[config.mk]
export PLATFORM = sky130hd
export DESIGN_NAME = apb_bus_ctrl
export DESIGN_NICKNAME = d
export VERILOG_FILES = /design/src/rtl/types_apb_bus_ctrl_pkg.sv /design/src/rtl/apb_addr_decoder.sv /design/src/rtl/apb_bus_ctrl.sv
export SDC_FILE = /design/constraint.sdc
export NUM_CORES = 1
export LEC_CHECK = 0
export ABC_AREA = 1
export BUFFER_PORTS_ARGS = -buffer_cell sky130_fd_sc_hd__buf_2
export CAP_MARGIN = 25
export CORE_AREA = 4 4 376 378
export CTS_CLUSTER_DIAMETER = 80
export DETAILED_ROUTE_END_ITERATION = 8
export DIE_AREA = 0 0 380 382
export GPL_ROUTABILITY_DRIVEN = 0
export PLACE_DENSITY_LB_ADDON = 0.15
export SLEW_MARGIN = 20
export SYNTH_ARGS = -nofsm -noshare
export SYNTH_HDL_FRONTEND = slang
export SYNTH_SLANG_ARGS = --single-unit
[constraint.sdc]
create_clock -name i_clk -period 1.8 [get_ports i_clk]
set_input_delay 0 -clock i_clk [delete_from_list [all_inputs] [get_ports i_clk]]
set_output_delay 0 -clock i_clk [all_outputs]
set_load 0.1 [all_outputs]
[src/rtl/types_apb_bus_ctrl_pkg.sv]
// Shared types and constants for the APB interconnect and its address decoder.
package types_apb_bus_ctrl_pkg;

  // Register fields are sized for the largest legal build (NSLV up to 32).
  localparam int          IDX_W     = 6;
  localparam int          TMO_W     = 32;
  localparam logic [31:0] TMO_RDATA = 32'hDEADBEEF;

  typedef struct packed {
    logic [31:0] paddr;
    logic [2:0]  pprot;
    logic        pselx;
    logic        penable;
    logic        pwrite;
    logic [31:0] pwdata;
    logic [3:0]  pstrb;
  } apb_in_type;

  typedef struct packed {
    logic        pready;
    logic [31:0] prdata;
    logic        pslverr;
  } apb_out_type;

  typedef struct packed {
    logic [63:0] addr_start;
    logic [63:0] addr_end;
  } mapinfo_type;

  typedef enum logic [1:0] {
    IDLE   = 2'd0,
    SETUP  = 2'd1,
    ACCESS = 2'd2,
    RESP   = 2'd3
  } state_type;

  typedef struct packed {
    state_type         state;
    logic [IDX_W-1:0]  idx;
    logic [31:0]       paddr;
    logic [2:0]        pprot;
    logic              pwrite;
    logic [31:0]       pwdata;
    logic [3:0]        pstrb;
    logic [31:0]       rdata;
    logic              err;
    logic [TMO_W-1:0]  tmo_cnt;
  } regs_type;

  localparam regs_type REGS_RESET = '0;

endpackage

[src/rtl/apb_addr_decoder.sv]
// Address map decoder: returns the lowest-numbered slave whose [start, end) range
// contains the address, or NSLV with miss set when no range matches.
module apb_addr_decoder
  import types_apb_bus_ctrl_pkg::*;
#(
  parameter int                       NSLV = 8,
  parameter mapinfo_type [0:NSLV-1]   MAP  = '0
) (
  input  logic [31:0]                 paddr_i,
  output logic [$clog2(NSLV+1)-1:0]   idx_o,
  output logic                        miss_o
);

  localparam int IW = $clog2(NSLV+1);

  logic [63:0] addr64;

  assign addr64 = {32'd0, paddr_i};

  // Scanning downwards lets the lowest matching index overwrite any higher one.
  always_comb begin
    idx_o  = IW'(NSLV);
    miss_o = 1'b1;
    for (int i = NSLV - 1; i >= 0; i--) begin
      if ((MAP[i].addr_start <= addr64) && (addr64 < MAP[i].addr_end)) begin
        idx_o  = IW'(i);
        miss_o = 1'b0;
      end
    end
  end

endmodule

[src/rtl/apb_bus_ctrl.sv]
// APB interconnect: one upstream master fanned out to NSLV slaves via an address map.
// Optional ACCESS watchdog enabled by defining APB_BUS_CTRL_TIMEOUT_EN.
module apb_bus_ctrl
  import types_apb_bus_ctrl_pkg::*;
#(
  parameter int                       NSLV       = 8,
  parameter mapinfo_type [0:NSLV-1]   MAP        = '0,
  parameter int                       TMO_CYCLES = 1024
) (
  input  logic                        i_clk,
  input  logic                        i_nrst,
  input  apb_in_type                  i_mapbi,
  output apb_out_type                 o_mapbo,
  output apb_in_type                  o_slvi [0:NSLV-1],
  input  apb_out_type                 i_slvo [0:NSLV-1],
  output logic [$clog2(NSLV+1)-1:0]   o_sel_idx,
  output logic                        o_tmo
);

  localparam int IW = $clog2(NSLV+1);

`ifdef APB_BUS_CTRL_TIMEOUT_EN
  localparam bit TMO_EN = 1'b1;
`else
  localparam bit TMO_EN = 1'b0;
`endif

  regs_type     r_q;
  regs_type     r_d;
  logic [IW-1:0] dec_idx;
  logic         dec_miss;
  apb_out_type  sel_rsp;
  logic         tmo_limit;

  apb_addr_decoder #(
    .NSLV (NSLV),
    .MAP  (MAP)
  ) u_dec (
    .paddr_i (i_mapbi.paddr),
    .idx_o   (dec_idx),
    .miss_o  (dec_miss)
  );

  // Only the registered slave's response is ever looked at.
  always_comb begin
    sel_rsp = '0;
    for (int i = 0; i < NSLV; i++) begin
      if (r_q.idx == IDX_W'(i)) begin
        sel_rsp = i_slvo[i];
      end
    end
  end

  assign tmo_limit = TMO_EN && (r_q.state == ACCESS) && !sel_rsp.pready
                     && (r_q.tmo_cnt == TMO_W'(TMO_CYCLES - 1));

  always_ff @(posedge i_clk or negedge i_nrst) begin
    if (!i_nrst) begin
      r_q <= REGS_RESET;
    end else begin
      r_q <= r_d;
    end
  end

  always_comb begin
    r_d = r_q;
    case (r_q.state)
      IDLE: begin
        if (i_mapbi.pselx && !i_mapbi.penable) begin
          r_d.paddr  = i_mapbi.paddr;
          r_d.pprot  = i_mapbi.pprot;
          r_d.pwrite = i_mapbi.pwrite;
          r_d.pwdata = i_mapbi.pwdata;
          r_d.pstrb  = i_mapbi.pstrb;
          r_d.idx    = IDX_W'(dec_idx);
          r_d.rdata  = '0;
          r_d.err    = dec_miss;
          r_d.state  = dec_miss ? RESP : SETUP;
        end
      end
      SETUP: begin
        r_d.tmo_cnt = '0;
        r_d.state   = ACCESS;
      end
      ACCESS: begin
        // A ready slave takes priority over an expiring watchdog in the same cycle.
        if (sel_rsp.pready) begin
          r_d.rdata = sel_rsp.prdata;
          r_d.err   = sel_rsp.pslverr;
          r_d.state = RESP;
        end else if (tmo_limit) begin
          r_d.rdata = TMO_RDATA;
          r_d.err   = 1'b1;
          r_d.state = RESP;
        end else if (TMO_EN) begin
          r_d.tmo_cnt = r_q.tmo_cnt + TMO_W'(1);
        end
      end
      RESP: begin
        r_d.state = IDLE;
      end
      default: begin
        r_d.state = IDLE;
      end
    endcase
  end

  always_comb begin
    o_mapbo   = '0;
    o_sel_idx = IW'(NSLV);
    o_tmo     = tmo_limit;
    for (int i = 0; i < NSLV; i++) begin
      o_slvi[i] = '0;
    end
    if (r_q.state != IDLE) begin
      o_sel_idx = r_q.idx[IW-1:0];
    end
    if (r_q.state == RESP) begin
      o_mapbo.pready  = 1'b1;
      o_mapbo.prdata  = r_q.rdata;
      o_mapbo.pslverr = r_q.err;
    end
    if ((r_q.state == SETUP) || (r_q.state == ACCESS)) begin
      for (int i = 0; i < NSLV; i++) begin
        if (r_q.idx == IDX_W'(i)) begin
          o_slvi[i] = '{paddr:   r_q.paddr,
                        pprot:   r_q.pprot,
                        pselx:   1'b1,
                        penable: (r_q.state == ACCESS),
                        pwrite:  r_q.pwrite,
                        pwdata:  r_q.pwdata,
                        pstrb:   r_q.pstrb};
        end
      end
    end
  end

endmodule

==> results of run 1 <==
==> power breakdown <==
group | internal, mW | switching (mW) | total [mW]
logic | 2.71 | 9.02 | 11.7
registers | 3.20 | 0.478 | 3.68
clock network | 1.01 | 1.31 | 2.31
total | 6.92 | 10.8 | 17.7
==> worst reg2reg max path: cells and delay by family, from the launching register on <==
kind | cells | cell delay [ns]
DFF | 1 | 0.40
buffers and inverters | 4 | 0.57
and+or+nand+nor | 4 | 0.35
adders and majority gates | 1 | 0.24
==> cell type report <==
type | count | share of cell area
Antenna cell | 4 | 0.0006385
Clock buffer | 10 | 0.01524
Clock inverter | 6 | 0.003512
Inverter | 145 | 0.04326
Multi-Input combinational cell | 1000 | 0.3084
Sequential cell | 108 | 0.1724
Tap cell | 1794 | 0.1432
Timing Repair Buffer | 394 | 0.3108
Timing Repair inverter | 2 | 0.002554
==> worst paths after layout <==
| path | start | end | depth (start not counted) |
|---|---|---|---|
| worst max-delay path | r_q[144] | o_slvi[588] | 6 |
| worst min-delay path | i_nrst | r_q[86] | 2 |
| worst max register to register | r_q[143] | r_q[43] | 9 |
| worst min register to register | r_q[129] | r_q[129] | 2 |
| max in group asynchronous | i_nrst | r_q[120] | 3 |
| min in group i_clk | i_mapbi[2] | r_q[67] | 4 |
==> cell families after synthesis <==
logic type / count (synthesis) / share of synthesized area
AOI/OAI and AO/OA: 74 / 0.03959
adders and majority gates: 4 / 0.005296
buffers and inverters: 714 / 0.5019
DFF: 108 / 0.2860
other: 1 / 0.0003968
and+or+nand+nor: 400 / 0.1668
==> placed cells by master (no fill, tap or decap), drive strengths merged <==
cell         synthesis  routed
a21oi                2       2
and2                 1       1
buf                548     281
clkbuf              21      14
clkinv               0       4
clkinvlp             0      30
conb                 1     522
dfrtp              108     108
diode                0       4
dlygate4sd3          0     109
ha                   4       4
inv                145     119
nand2              253     253
nand3               37      37
nand3b               1       1
nor2               108     108
o21ai               72      72
==> synthesized netlist by cell type (all sizes together) <==
| library cell | number | area (µm²) |
|---|---|---|
| buf | 548 | 4120 |
| nand2 | 253 | 952.2 |
| inv | 145 | 544.3 |
| dfrtp | 108 | 2703 |
| nor2 | 108 | 407.9 |
| o21ai | 72 | 360.4 |
| nand3 | 37 | 202.7 |
| clkbuf | 21 | 78.83 |
| ha | 4 | 50.05 |
| a21oi | 2 | 13.76 |
| and2 | 1 | 6.260 |
| conb | 1 | 3.750 |
| nand3b | 1 | 7.510 |
==> routing by layer <==
metal	GRT usage	up-vias	share of wire
li1	-	3541	-
met1	0.06610	3311	0.42
met5	0	-	0.00085
met3	0.02899	27	0.11
met4	0.01422	6	0.012
met2	0.08646	386	0.46
==> per-stage QoR <==
step	area [µm²]	instances
6_report	15680	3463
5_1_grt	15670	3462
4_1_cts	15470	3456
3_5_place_dp	13350	3310
3_3_place_gp	13350	3310
2_1_floorplan	11990	1822
==> what timing repair did <==
item | in CTS | in global routing
pin swaps | 23 | 14
cloned | 8 | 4
hold buffers | 109 | 0
hold endpoints to repair | 215 | 0
endpoints found under the setup margin | 108 | 107
resized for setup | 109 | 24
setup buffers | 14 | 1
==> flow_summary.yaml, run 1 <==
status:
  violations: "setup timing"
  status: "finished, violations left"
layout:
  seq_area_um2: 2703
  post-route-util: 0.1140
  nFillCells: 15953
  reg_top3: "r_q: 108 flops"
  multi_input_area_um2: 4835
  nNetsFinal: 2012
  area_growth_pct: 65.88
  largest_register: "r_q"
  drive_gt1_frac: 0.2751
  largest_reg_flops: 108
timing:
  drv_slew: 0
  max_slew_margin: 0.6350
  grt_setup_unrepaired: "yes"
  fin_skew_ns: 0.01573
  worst_pin_slew_ns: 0.5475
  finalWorstSetupSlack_ns: -0.1103
  finalSetupTns_ns: -4.885
  finalCritPeriodShare: 1.061
  report.final.hold_viol_count: 0
  fin_crit_ns: 1.910
  whs_ns: 0.08861
  setup_viol: 75
  fmaxAchievable_mhz: 523.5
cts:
  insertion_delay_ns: 0.44
  cts_root_buffer: "clkbuf_16"
  cts_tree: "built"
  cts_htree_levels: 3
  path_clk_slew_ns: 0.09
  numCtsBuffers: 9
  cts_buffer_depth: 2
  cts_num_sinks: 108
yosys:
  yosys_warnings: 0
  seq_area_frac_synth: 0.2860
  netlist_area_um2: 9450
  ys_types: 23
  synth_cells: 1301
  synth.avg_cell_area_um2: 7.264
  ys_ff_latch: 108
power_and_ir_drop:
  peakVddDrop_mv: 0.7149
  powerDensity_nw_per_um2: 1131
  power_mw: 17.73
  leakagePower_nw: 7.388
grt:
  grt_usage: 0.05516
  grt_pass1_wl_um: 56280
  grt_max_degree: 42
  grt-ovfl-total: 0
  antenna_found_initial: 6
  grt_pass1_vias: 7279
setup_path:
  slowest_delay_ns: 0.39
  critPathCaptureType: "primary output"
  crit_type: "flop to primary output"
  start_kind: "flop"
  path_cells: "inv_2 > ha_4 > inv_16 > buf_12 > nor2_4 > buf_12"
  path_max_fanout: 13
  r2r_slack_ns: 0.17
  critPathRequiredTime_ns: 1.80
  cp_top_family: "buffers and inverters"
  cpMostUsedCell: "buf_12"
  slowest_stage: "dfrtp_1"
  cp.arrival_ns: 1.91
  worst-path-buf-inv: 4
floorplanning:
  rows: 136
  dieArea_um2: 145200
  core-area_um2: 137500
  die_w_um: 380
  initial_core_util: 0.06873
  die_h_um: 382
  ioPinCount: 979
route:
  post_drt_wl_per_cell_um: 12.23
  drc_errors: 0
  drt-pass1-iter-count: 4
  drtIter0Drc: 180
  via_count: 7271
  vias_per_cell: 2.100
  ant_nets: 0
  finalWirelength_um: 42340
placement:
  dp_slack_ns: 0.03710
  port_buffers: 218
  dpl.hpwl_um: 31270
worst_hold_path:
  hp-class: "primary input to async pin"
flow_run:
  drv_cap: 0
Power figures use the tool's default switching activity.
==> run 2, diff against run 1 <==
CORE_AREA = 4 4 383 385   (was 4 4 376 378)
DIE_AREA = 0 0 387 389   (was 0 0 380 382)
clock period = 2.2 ns   (was 1.8 ns; I/O delays follow)
==> run 2 against run 1 <==
Compared with the run above:
- the flow now finishes without violations
- cell count increased by 1.6%
- first-iteration DRC count down 21%
- total power decreased by 31%
==> flow_summary.yaml, run 2 (synthesis gave the netlist of run 1 again) <==
setup_path:
  worstSetupStartpoint: "r_q[143]"
  path_max_fanout: 35
  start_kind: "flop"
  slowest_delay_ns: 0.37
  r2r_slack_ns: 0.24
  rr_worst_depth: 7
  r2r-end: "r_q[57]"
  path_cells: "inv_1 > ha_1 > clkinv_4 > buf_16 > nor2_1 > buf_12"
  cp.arrival_ns: 2.06
  rr_startpoint: "r_q[144]"
  slowest_stage: "dfrtp_1"
  critPathCaptureType: "primary output"
  critPathRequiredTime_ns: 2.20
  crit_path_end: "o_slvi[571]"
  crit_type: "flop to primary output"
timing:
  setup_viol: 0
  report.final.hold_viol_count: 0
  grt_setup_unrepaired: "yes"
  whs_ns: 0.06375
  finalCritPeriodShare: 0.9351
  worst_pin_slew_ns: 0.5320
  fmaxAchievable_mhz: 486.1
  drv_slew: 0
  finalSetupTns_ns: 0
  fin_skew_ns: 0.01938
  finalWorstSetupSlack_ns: 0.1427
  max_slew_margin: 0.6478
  fin_crit_ns: 2.057
layout:
  drive_gt1_frac: 0.1865
  post-route-util: 0.09673
  nNetsFinal: 1961
  final_area_um2: 13850
  layout_commonest_cell: "conb_1"
  fin_cells: 3520
  area_growth_pct: 46.51
  reg_top3: "r_q: 108 flops"
  mostFrequentLayoutCells: "conb_1, nand2_1, inv_1"
  largest_reg_flops: 108
  largest_register: "r_q"
route:
  drtIter0Drc: 142
  vias_per_cell: 1.982
  drc_errors: 0
  post_drt_wl_per_cell_um: 10.44
  via_count: 6978
  ant_nets: 0
  drt-pass1-iter-count: 4
  finalWirelength_um: 36750
floorplanning:
  dieArea_um2: 150500
  initial_core_util: 0.06602
  ioPinCount: 979
  die_h_um: 389
  die_w_um: 387
  rows: 139
  core-area_um2: 143100
cts:
  path_clk_slew_ns: 0.10
  cts_tree: "built"
  cts_htree_levels: 3
  numCtsBuffers: 9
  cts_root_buffer: "clkbuf_16"
  cts_num_sinks: 108
  cts_buffer_depth: 2
  insertion_delay_ns: 0.44
grt:
  grt_max_degree: 53
  met3_usage: 0.03176
  grt_pass1_wl_um: 50600
  grtUsageMet2: 0.07144
  grt_pass1_vias: 6868
  busiest_layer: "met2"
  grtUsageMet1: 0.05345
  grt_usage: 0.04717
  grt-ovfl-total: 0
  antenna_found_initial: 5
placement:
  port_buffers: 218
  dp_slack_ns: 0.2163
  dpl.hpwl_um: 28260
  dpl-instance-area_um2: 12290
  place_inst: 3392
power_and_ir_drop:
  power_frac_comb: 0.596
  peakVddDrop_mv: 0.6923
  p_int_mw: 4.536
  power_mw: 12.19
  swShare: 0.6280
  powerDensity_nw_per_um2: 880.8
  leakagePower_nw: 6.931
  p_sw_mw: 7.659
  power_frac_seq: 0.243
  clockPowerShare: 0.161
flow_run:
  drv_cap: 0
status:
  status: "finished clean"
worst_hold_path:
  hp-class: "primary input to flop"
## run 2: timing repair
| item | CTS | global route |
|---|---|---|
| setup buffers | 1 | 0 |
| endpoints found under the setup margin | 69 | 52 |
| resized for setup | 14 | 30 |
| endpoints found under the hold margin | 213 | 0 |
| gates cloned | 1 | 0 |
| hold buffers | 107 | 0 |
## run 2: critical path, delay by kind of cell (launching register included)
| family | cells | cell delay (ns) |
|---|---|---|
| buffers and inverters | 4 | 0.65 |
| and+or+nand+nor | 1 | 0.23 |
| adders and majority gates | 1 | 0.34 |
| DFF | 1 | 0.37 |
## run 2: worst min-delay path by stage
stage,from,to,cells after the start
finish,i_mapbi[38],r_q[32],5
global placement,i_nrst,r_q[69],1
global route,i_mapbi[38],r_q[122],3
CTS,i_mapbi[38],r_q[32],5
floorplan,i_nrst,r_q[100],0
detailed placement,i_nrst,r_q[74],1
## run 2: layout make-up
cell class	instances	area (µm²)
flip-flops and latches	108	2703
multi-input cells	1000	4085
repair buffers	345	3815
inverters	145	550.5
clock inverters	7	78.83
fillers	16748	129300
clock buffers	9	225.2
diodes	3	7.507
well taps	1903	2381
## run 2: layer usage
| layer | vias up | routed length [µm] | share of wire |
|---|---|---|---|
| met5 | - | 20 | 0.00054 |
| met4 | 2 | 460 | 0.013 |
| met3 | 14 | 5346 | 0.15 |
| met2 | 391 | 16330 | 0.44 |
| met1 | 3148 | 14590 | 0.40 |
| li1 | 3423 | - | - |
## run 2: power groups by stage
stage | registers (mW) | clock network [mW] | logic (mW)
global placement | 3.02 | 0 | 6.90
finish | 2.96 | 1.96 | 7.27
CTS | 2.98 | 2.23 | 7.39
floorplan | 2.90 | 0 | 6.34
global route | 3.06 | 2.22 | 7.81
detailed placement | 3.02 | 0 | 6.86
==> run 3, diff against run 2 <==
CORE_AREA = 4 4 379 381   (was 4 4 383 385)
CTS_BUF_LIST = sky130_fd_sc_hd__clkbuf_2 sky130_fd_sc_hd__clkbuf_4 sky130_fd_sc_hd__clkbuf_8   (was unset)
DIE_AREA = 0 0 383 385   (was 0 0 387 389)
clock period = 2.48 ns   (was 2.2 ns; I/O delays follow)
==> run 3 against run 2 <==
Compared with the run above:
- via count increased by 1.4%
- sequential power decreased by 7.8%
- critical path type is now flop to flop
- register-to-register slack worse by 0.08 ns
- sequential share of layout area rose by 1.9 points
==> flow_summary.yaml, run 3 (synthesis gave the netlist of run 1 again) <==
setup_path:
  cp.arrival_ns: 2.76
  start_kind: "flop"
  rr_worst_depth: 7
  critPathRequiredTime_ns: 2.92
  rr_startpoint: "r_q[143]"
  crit_type: "flop to flop"
  r2r_slack_ns: 0.16
  path_max_fanout: 6
  r2r-end: "r_q[120]"
  worstSetupStartpoint: "r_q[143]"
  crit_path_end: "r_q[120]"
  critPathCaptureType: "flop"
timing:
  fin_crit_ns: 2.317
  report.final.hold_viol_count: 0
  fmaxAchievable_mhz: 431.6
  drv_slew: 0
  max_slew_margin: 0.5227
  worst_pin_slew_ns: 0.7209
  setup_viol: 0
  finalWorstSetupSlack_ns: 0.1630
  finalCritPeriodShare: 0.9343
  whs_ns: 0.1791
  fin_skew_ns: 0.03077
layout:
  largest_reg_flops: 108
  final_area_um2: 12620
  fin_cells: 3522
  mostFrequentLayoutCells: "conb_1, nand2_1, buf_2"
  largest_register: "r_q"
  layout_commonest_cell: "conb_1"
  area_growth_pct: 33.58
  reg_top3: "r_q: 108 flops"
  drive_gt1_frac: 0.1695
  nNetsFinal: 1975
power_and_ir_drop:
  powerDensity_nw_per_um2: 844.1
  peakVddDrop_mv: 0.4211
  leakagePower_nw: 6.720
  power_mw: 10.66
route:
  via_count: 7078
  vias_per_cell: 2.010
  ant_nets: 0
  drtIter0Drc: 211
  drc_errors: 0
  post_drt_wl_per_cell_um: 10.67
  finalWirelength_um: 37570
  drt-pass1-iter-count: 4
grt:
  grt_pass1_vias: 6671
  grt-ovfl-total: 0
  grt_max_degree: 144
  grt_pass1_wl_um: 50230
  grt_usage: 0.04860
  antenna_found_initial: 9
floorplanning:
  rows: 138
  die_h_um: 385
  core-area_um2: 140600
  dieArea_um2: 147500
  initial_core_util: 0.06724
  die_w_um: 383
  ioPinCount: 979
cts:
  cts_num_sinks: 108
  insertion_delay_ns: 0.53
  cts_buffer_depth: 2
  cts_htree_levels: 3
  cts_root_buffer: "clkbuf_8"
  cts_tree: "built"
  numCtsBuffers: 9
  path_clk_slew_ns: 0.17
flow_run:
  drv_cap: 0
placement:
  port_buffers: 218
  dpl-instance-area_um2: 11010
  place_inst: 3385
  dp_slack_ns: 0.4553
  dpl.hpwl_um: 28940
status:
  status: "finished clean"
worst_hold_path:
  hp-start: "i_slvo[271]"
  hp-class: "primary input to flop"
## run 3: cell types whose count changed in the layout (fill, tap and decap cells not counted), moves of 4 or more
cell,before,now
buf_12,99,10
buf_2,129,154
buf_4,8,66
nor2_4,4,0
buf_6,1,10
clkbuf_16,9,0
nor2_2,34,2
dlygate4sd3_1,106,110
clkbuf_8,0,9
nor2_1,70,106
clkbuf_4,0,7
## run 3: what timing repair did
| action | 4_1_cts | 5_1_grt |
|---|---|---|
| endpoints found under the setup margin | 92 | 17 |
| gates resized for setup | 49 | 12 |
| endpoints found under the hold margin | 215 | 0 |
| cloned | 1 | 0 |
| hold buffers | 111 | 0 |
| buffers inserted | 5 | 0 |
## run 3: per-stage QoR
step,utilization,setup TNS [ns]
2_1_floorplan,-,0
3_3_place_gp,0.07837,0
3_5_place_dp,0.07837,0
4_1_cts,0.08950,0
5_1_grt,0.08976,-0.0005147
6_report,0.08981,0
## run 3: layout make-up
type / count / area (µm²)
Fill cell: 16626 / 127900
Multi-Input combinational cell: 1000 / 3988
Timing Repair Buffer: 359 / 2793
Sequential cell: 108 / 2703
Tap cell: 1890 / 2365
Inverter: 145 / 550.5
Clock buffer: 9 / 123.9
Clock inverter: 7 / 91.34
Antenna cell: 4 / 10.01
## run 3: worst min path at each step
stage                          end  cells after the start
after floorplan           r_q[100]                      0
final                      r_q[32]                      7
after CTS                  r_q[32]                      7
after global routing      r_q[123]                      4
after global placement     r_q[70]                      1
after detailed placement   r_q[70]                      1
## run 3: where the power goes
part	leakage (nW)	internal, mW	switching [mW]
clock	0.106	0.413	1.01
sequential	1.39	2.32	0.413
combinational	5.22	1.12	5.37
total	6.72	3.86	6.80
## run 3: worst max-delay path, cell delays in order (launching register included)
cell	delay, ns
dfrtp_1	0.41
inv_1	0.12
ha_2	0.32
nand3_4	0.12
dlygate4sd3_1	0.58
nand2_1	0.06
o21ai_0	0.06
dlygate4sd3_1	0.56
## run 3: metal layers
metal  track usage  vias up  part of all wire
li1              -     3454                 -
met1       0.06079     3192              0.43
met2       0.07261      413              0.44
met3       0.02628       15              0.12
met4       0.01186        4            0.0099
met5             0        -           0.00072
